--- config.mk ---
export PLATFORM = sky130hd
export DESIGN_NAME = harmonic_envelope
export DESIGN_NICKNAME = d
export VERILOG_FILES = /design/src/rtl/envelope_pkg.sv /design/src/rtl/envelope_gain_fsm.sv /design/src/rtl/harmonic_envelope.sv
export SDC_FILE = /design/constraint.sdc
export NUM_CORES = 1
export LEC_CHECK = 0
export BUFFER_PORTS_ARGS = -buffer_cell sky130_fd_sc_hd__buf_2
export CAP_MARGIN = 25
export CORE_MARGIN = 2
export CORE_UTILIZATION = 60
export DETAILED_ROUTE_END_ITERATION = 10
export GPL_TIMING_DRIVEN = 0
export PLACE_DENSITY = 0.89
export SLEW_MARGIN = 20
export SYNTH_ARGS = -nofsm -noshare
export SYNTH_HDL_FRONTEND = slang
export SYNTH_SLANG_ARGS = --single-unit
--- constraint.sdc ---
create_clock -name clk -period 6.4 [get_ports clk]
set_input_delay 0.96 -clock clk [delete_from_list [all_inputs] [get_ports clk]]
set_output_delay 0.96 -clock clk [all_outputs]
set_load 0.01 [all_outputs]
--- src/rtl/envelope_pkg.sv ---
// ============================================================================
//  Module      : envelope_pkg
//  Description : Shared types and constants for the harmonic_envelope block.
//                Holds the ADSR state encoding, the gain width and the unity
//                gain value.
//  Revision    : 1.0 - initial release
// ============================================================================
`default_nettype none

package envelope_pkg;

  // Gain is unsigned 9 bits, 0..256, with 256 meaning unity.
  localparam int GAIN_W     = 9;
  localparam int GAIN_UNITY = 256;

  // 3-bit ADSR state encoding.
  typedef enum logic [2:0] {
    ST_IDLE    = 3'd0,
    ST_ATTACK  = 3'd1,
    ST_DECAY   = 3'd2,
    ST_SUSTAIN = 3'd3,
    ST_RELEASE = 3'd4
  } env_state_t;

endpackage : envelope_pkg

`default_nettype wire

--- src/rtl/envelope_gain_fsm.sv ---
// ============================================================================
//  Module      : envelope_gain_fsm
//  Description : ADSR state machine and gain register. Note boundaries are
//                applied every cycle; the gain steps only on accepted samples,
//                using the rule of the state after any note transition.
//  Ports       : clk, rst_n (async active-low)
//                i_accept      - a sample is consumed this cycle
//                i_note_start  - new note pulse (wins over i_note_done)
//                i_note_done   - note end pulse
//                o_gain        - current gain, 0..256
//                o_state       - current ADSR state
//                o_env_done    - pulse when RELEASE reaches gain 0
//  Revision    : 1.0 - initial release
// ============================================================================
`default_nettype none

module envelope_gain_fsm
  import envelope_pkg::*;
#(
  parameter int ATTACK_INC    = 32,
  parameter int DECAY_DEC     = 16,
  parameter int SUSTAIN_LEVEL = 128,
  parameter int RELEASE_DEC   = 8
) (
  input  logic              clk,
  input  logic              rst_n,
  input  logic              i_accept,
  input  logic              i_note_start,
  input  logic              i_note_done,
  output logic [GAIN_W-1:0] o_gain,
  output env_state_t        o_state,
  output logic              o_env_done
);

  // One spare bit so sums past unity can be compared without wrapping.
  localparam logic [GAIN_W:0] C_INC   = (GAIN_W+1)'(ATTACK_INC);
  localparam logic [GAIN_W:0] C_DEC   = (GAIN_W+1)'(DECAY_DEC);
  localparam logic [GAIN_W:0] C_SUS   = (GAIN_W+1)'(SUSTAIN_LEVEL);
  localparam logic [GAIN_W:0] C_REL   = (GAIN_W+1)'(RELEASE_DEC);
  localparam logic [GAIN_W:0] C_UNITY = (GAIN_W+1)'(GAIN_UNITY);

  env_state_t        r_state;
  logic [GAIN_W-1:0] r_gain;
  logic              r_env_done;

  env_state_t        w_state_tr;
  env_state_t        w_state_nxt;
  logic [GAIN_W:0]   w_gain_base;
  logic [GAIN_W:0]   w_gain_nxt;
  logic              w_env_done;

  always_comb begin
    // Note boundary transitions happen first, independent of accepts.
    w_state_tr  = r_state;
    w_gain_base = {1'b0, r_gain};
    if (i_note_start) begin
      w_state_tr = ST_ATTACK;
      if (r_state == ST_IDLE) begin
        w_gain_base = '0;
      end
    end else if (i_note_done &&
                 ((r_state == ST_ATTACK) || (r_state == ST_DECAY) ||
                  (r_state == ST_SUSTAIN))) begin
      w_state_tr = ST_RELEASE;
    end

    w_state_nxt = w_state_tr;
    w_gain_nxt  = w_gain_base;
    w_env_done  = 1'b0;

    if (i_accept) begin
      case (w_state_tr)
        ST_IDLE: begin
          w_gain_nxt = '0;
        end
        ST_ATTACK: begin
          if ((w_gain_base + C_INC) >= C_UNITY) begin
            w_gain_nxt  = C_UNITY;
            w_state_nxt = ST_DECAY;
          end else begin
            w_gain_nxt = w_gain_base + C_INC;
          end
        end
        ST_DECAY: begin
          // Compare before subtracting so the step never underflows.
          if (w_gain_base <= (C_SUS + C_DEC)) begin
            w_gain_nxt  = C_SUS;
            w_state_nxt = ST_SUSTAIN;
          end else begin
            w_gain_nxt = w_gain_base - C_DEC;
          end
        end
        ST_SUSTAIN: begin
          w_gain_nxt = w_gain_base;
        end
        ST_RELEASE: begin
          if (w_gain_base <= C_REL) begin
            w_gain_nxt  = '0;
            w_state_nxt = ST_IDLE;
            w_env_done  = 1'b1;
          end else begin
            w_gain_nxt = w_gain_base - C_REL;
          end
        end
        default: begin
          w_gain_nxt  = '0;
          w_state_nxt = ST_IDLE;
        end
      endcase
    end
  end

  always_ff @(posedge clk or negedge rst_n) begin
    if (!rst_n) begin
      r_state    <= ST_IDLE;
      r_gain     <= '0;
      r_env_done <= 1'b0;
    end else begin
      r_state    <= w_state_nxt;
      r_gain     <= w_gain_nxt[GAIN_W-1:0];
      r_env_done <= w_env_done;
    end
  end

  assign o_gain     = r_gain;
  assign o_state    = r_state;
  assign o_env_done = r_env_done;

endmodule : envelope_gain_fsm

`default_nettype wire

--- src/rtl/harmonic_envelope.sv ---
// ============================================================================
//  Module      : harmonic_envelope
//  Description : Applies an ADSR amplitude envelope to the harmonic sample
//                stream. Each accepted sample is scaled by the gain held
//                before that cycle's gain step and registered one cycle later.
//  Ports       : clk, reset (async active-low)
//                sample_in/sample_in_valid - signed input sample and strobe
//                play_enable               - global play/pause
//                note_start/note_done      - note boundary pulses
//                sample_out/sample_out_valid - enveloped sample and strobe
//                note_active               - envelope not idle
//                env_done                  - release finished pulse
//  Revision    : 1.0 - initial release
// ============================================================================
`default_nettype none

module harmonic_envelope
  import envelope_pkg::*;
#(
  parameter int ATTACK_INC    = 32,
  parameter int DECAY_DEC     = 16,
  parameter int SUSTAIN_LEVEL = 128,
  parameter int RELEASE_DEC   = 8
) (
  input  logic               clk,
  input  logic               reset,
  input  logic signed [15:0] sample_in,
  input  logic               sample_in_valid,
  input  logic               play_enable,
  input  logic               note_start,
  input  logic               note_done,
  output logic signed [15:0] sample_out,
  output logic               sample_out_valid,
  output logic               note_active,
  output logic               env_done
);

  logic               w_accept;
  logic [GAIN_W-1:0]  w_gain;
  env_state_t         w_state;
  logic signed [25:0] w_product;
  logic               w_unused_bits;

  logic signed [15:0] r_sample_out;
  logic               r_sample_out_valid;

  assign w_accept = sample_in_valid && play_enable;

  envelope_gain_fsm #(
    .ATTACK_INC   (ATTACK_INC),
    .DECAY_DEC    (DECAY_DEC),
    .SUSTAIN_LEVEL(SUSTAIN_LEVEL),
    .RELEASE_DEC  (RELEASE_DEC)
  ) u_gain_fsm (
    .clk         (clk),
    .rst_n       (reset),
    .i_accept    (w_accept),
    .i_note_start(note_start),
    .i_note_done (note_done),
    .o_gain      (w_gain),
    .o_state     (w_state),
    .o_env_done  (env_done)
  );

  // Gain is zero-extended to a positive signed operand; with gain <= 256 the
  // product shifted right by 8 always fits in 16 bits, so bits [23:8] are the
  // floor-rounded result.
  assign w_product     = $signed(sample_in) * $signed({1'b0, w_gain});
  assign w_unused_bits = ^{w_product[25:24], w_product[7:0]};

  always_ff @(posedge clk or negedge reset) begin
    if (!reset) begin
      r_sample_out       <= '0;
      r_sample_out_valid <= 1'b0;
    end else begin
      r_sample_out_valid <= w_accept;
      if (w_accept) begin
        r_sample_out <= w_product[23:8];
      end
    end
  end

  assign sample_out       = r_sample_out;
  assign sample_out_valid = r_sample_out_valid;
  assign note_active      = (w_state != ST_IDLE);

endmodule : harmonic_envelope

`default_nettype wire

# Yosys cells after proc, flatten, opt, wreduce, memory -nomap -nowiden
# Cells that the tools add are included.
# word_totals
register_bits	30
latch_bits	0
ramBits	0
romBits	0
in_bits	22
word_cells	44
mem_count	0
# op_classes
addsub	3
mul	1
n_div	0
order_cmp	3
n_eq_ne	7
shifts	0
mux	17
n_bitwise	0
n_reduce_logical	8
# ops
cell	count
$mux W9	6
$pmux W9 S4	1
$mul A16 B10 Y24	1
$mux W3	6
$eq A3 B2 Y1 const B	4
$pmux W3 S4	1
$add A9 B6 Y10 const B	1
$ge A10 B9 Y1 const B	1
$le A9 B4 Y1 const B	1
$le A9 B8 Y1 const B	1
$sub A9 B4 Y9 const B	1
$sub A9 B5 Y9 const B	1
$eq A3 B1 Y1 const B	2
$logic_not A3 Y1	2
$eq A3 B3 Y1 const B	1
$mux W1	3
$reduce_bool A3 Y1	1
$logic_and A1 B1 Y1	2
$logic_or A1 B1 Y1	2
$reduce_or A2 Y1	1

# Logic depth before layout (Yosys ltp)
# logic_depth
ltp_word	10
depth_mapped	21

# Cells and area by module
# From an unflattened synthesis, not the netlist that was laid out.
# hier_totals
hier_cells	752
area_unflattened_um2	6737.7
# by_module_without_submodules
module	n_inst	cells_each	area_each_um2	seq_area_each_um2
harmonic_envelope	1	605	5467.7	425.4
envelope_gain_fsm	1	147	1270.0	325.3

# Worst setup path before layout
# Ideal clock, no wire load.
# synth_path
path_type	input port to flip-flop
from	input port sample_in[7]
to	register r_sample_out[14], in the netlist sample_out[14]
setup_time_ns	0.116
arrival_ns	5.515
setup_slack_ns	0.770
stages	20
cell_sequence	clkbuf_1 nand2_1 fa_1 inv_1 fa_1 inv_1 fa_1 inv_1 fa_1 inv_1 fa_1 inv_1 ha_1 and4_1 o21ai_0 a21oi_1 o211ai_1 a211o_1 a311o_1 o311ai_0
# synth_via
elab_chain_cells	1
# synth_lines
element	line	rtl
start: declaration	harmonic_envelope.sv:27	input logic signed [15:0] sample_in,
$mul A16 B10 Y24	harmonic_envelope.sv:68	assign w_product = $signed(sample_in) * $signed({1'b0, w_gain});
end signal: assignment	harmonic_envelope.sv:78	r_sample_out <= w_product[23:8];
end: declaration	harmonic_envelope.sv:44	logic signed [15:0] r_sample_out;
# No other way between the ends.
# A chain may end at the register's enable or synchronous reset.

# Final worst setup path
# Same ends and word-level chain as after synthesis.

==> out/qor.yml <==
outcome:
  outcome: "complete, no violations"
run:
  max_cap_viol_count: 0
critical_path:
  arrival_ns: 6.24
  cp-end-kind: "flip-flop"
  path_cells: "clkbuf_1 > nand2_1 > fa_1 > inv_1 > fa_1 > inv_1 > fa_1 > inv_1 > fa_1 > inv_1 > fa_1 > inv_1 > ha_1 > and4_1 > o21ai_0 > a21oi_1 > o211ai_1 > a211o_1 > a311o_1 > o311ai_0"
  crit_path_start_kind: "input port"
  crit_required_ns: 6.56
  setup.worst_path.class: "in2reg"
  r2r_start: "u_gain_fsm.o_gain[5]"
  cpMaxStageDelayCell: "fa_1"
  crit_start: "sample_in[7]"
  slowest_delay_ns: 0.57
  cp_max_fo: 9
grt:
  antenna_found_initial: 0
  grt_max_degree: 31
  grt_pass1_vias: 5544
  grt_first_pass_wirelength_um: 25600
  grt_usage_pct: 28.0
  grt_overflow: 0
sta:
  slew_viol_final: 0
  max_freq_mhz: 165
  setup_tns_ns: 0
  setup_viol: 0
  worst_clock_skew_ns: 0.00924
  period_share_pct: 95.0
  worst_pin_slew_ns: 0.720
  fin_ws_ns: 0.323
  hold_violations: 0
  period_needed_ns: 6.08
  rsz0062_at_grt: "false"
  maxSlewHeadroom_pct: 52.0
drt:
  wl_per_cell_um: 16.5
  ant_nets: 0
  firstDrtPassIters: 6
  drc: 0
  drtIter0Drc: 364
  via_per_inst: 5.71
  vias: 5285
  wl_um: 15300
clocking:
  cts_tree: "done"
  cts.sinks: 30
  clock-root-buffer: "clkbuf_8"
  cts_made_buffers: 5
  clockBufferDepth: 2
  path_clk_slew_ns: 0.07
  htree_levels: 2
  clock_latency_ns: 0.29
synthesis:
  synth_nets: 944
  synthTopCellsByCount: "inv_1, fa_1, nand2_1"
  async_flop_share_pct: 100
  ys_seq_area_share_pct: 11.5
  synth_area_mm2: 0.00655
  synth_edf_count: 0
  yosysTopAreaCellShare_pct: 34.8
  ys_seq_elements: 30
  synthDistinctLibCells: 61
  yosysMostFrequentCell: "inv_1"
  synth_cells: 751
  yosysTopAreaCell: "fa_1"
  synth.area.top_cells: "fa_1, dfrtp_1, ha_1, inv_1, and2_1"
  ys.flop_type: "dfrtp_1"
  ys_warn_count: 0
  avgSynthCellArea_um2: 8.72
pwr:
  power_w: 0.00207
  p_leak_nw: 3.67
  vdd_drop_max_v: 0.000202
  power.density_mw_per_mm2: 296
place:
  gp_congestion: 0.945
  portBuffers: 29
  place_ws_ns: 0.0930
  hpwlAfterDp_um: 12700
floorplan:
  die_y_um: 108
  std_cell_rows: 38
  io_pins: 41
  die-area_mm2: 0.0118
  core-area_mm2: 0.0107
  die_w_um: 108
  start_util_pct: 60.9
final_layout:
  antenna_cells: 0
  nNetsFinal: 977
  fillers: 880
  area_growth_pct: 6.42
  drive_above_1_share_pct: 7.39
worst_hold_path:
  hold_start: "sample_out[0]"
  min_path_type: "reg2reg"
==> routing by layer <==
metal	share of wire, %	track usage (%)	vias up
li1	-	-	2398
met1	41	36.4	2621
met2	50	48.4	205
met3	5.7	3.19	61
met4	4.1	9.89	0
met5	0	0	-
==> what timing repair did <==
action / CTS / global route
setup endpoints to repair: 0 / 6
setup buffers: 0 / 0
gates resized for setup: 0 / 3
hold buffers: 0 / 0
==> cell type report <==
class                      count  area (µm²)  share of cell area (%)
clock buffer                   5        68.8                   0.987
clock inverter                 3        40.0                   0.575
inverter                     154         578                    8.29
buffer                        33         145                    2.08
multi-input combinational    531        5070                    72.7
tap                          140         175                    2.51
timing repair buffer          29         145                    2.08
sequential                    30         751                    10.8
==> where the power goes <==
part | switching (W) | total (W) | internal [W]
clock | 0.0000727 | 0.000187 | 0.000114
sequential | 0.0000666 | 0.000310 | 0.000243
combinational | 0.000928 | 0.00157 | 0.000641
total | 0.00107 | 0.00207 | 0.000999
==> through the flow <==
step                      instances  utilization, %  cell area (µm²)  hold slack (ns)
final                           925            64.9             6970            0.486
after detailed placement        920            63.9             6870            0.478
after CTS                       928            64.9             6980            0.492
after global placement          920            63.9             6870            0.465
after global routing            925            64.9             6970            0.537
after floorplan                 751               -             6550            0.516
==> worst paths after layout <==
check,cells past startpoint,end,slack [ns]
worst min register to register,2,sample_out[0],0.49
max in group asynchronous,1,u_gain_fsm.o_gain[3],5.25
worst min-delay path,2,sample_out[0],0.49
min in group asynchronous,1,u_gain_fsm.o_env_done,0.71
worst max-delay path,20,sample_out[14],0.32
worst max register to register,20,sample_out[14],0.33
==> registers in the layout, summed over array words and instances, names as in the netlist <==
signal,count
u_gain_fsm.o_gain,9
u_gain_fsm.o_env_done,1
u_gain_fsm.o_state,3
sample_out_valid,1
sample_out,16
==> cell usage in the layout (no fill, tap or decap), types with 18 or more instances in the layout <==
master and instances:
ha_1 57, o21ai_0 20, inv_1 153, buf_2 32, and2_1 69, nand2_1 111, clkbuf_1 23, a21oi_1 21
nor2_1 18, dfrtp_1 30, fa_1 114
==> logic make-up (layout without fill, tap and decap cells) <==
group	count (synthesis)	in the layout	synth area share [%]
AOI/OAI and AO/OA	104	104	11.3
xor gates and xnor gates	16	16	2.14
adders and majority gates	171	171	45.7
buffers and inverters	190	224	11.2
DFF	30	30	11.5
muxes	3	3	0.497
and+or+nand+nor	237	237	17.7
==> critical path: cells and delay by family <==
| family | cells | cell delay [ns] |
|---|---|---|
| simple gates | 2 | 0.40 |
| buf+inv | 6 | 0.63 |
| compound gates | 6 | 1.38 |
| fa+ha+maj | 6 | 2.87 |
No activity file was read; power rests on OpenSTA's default activity.
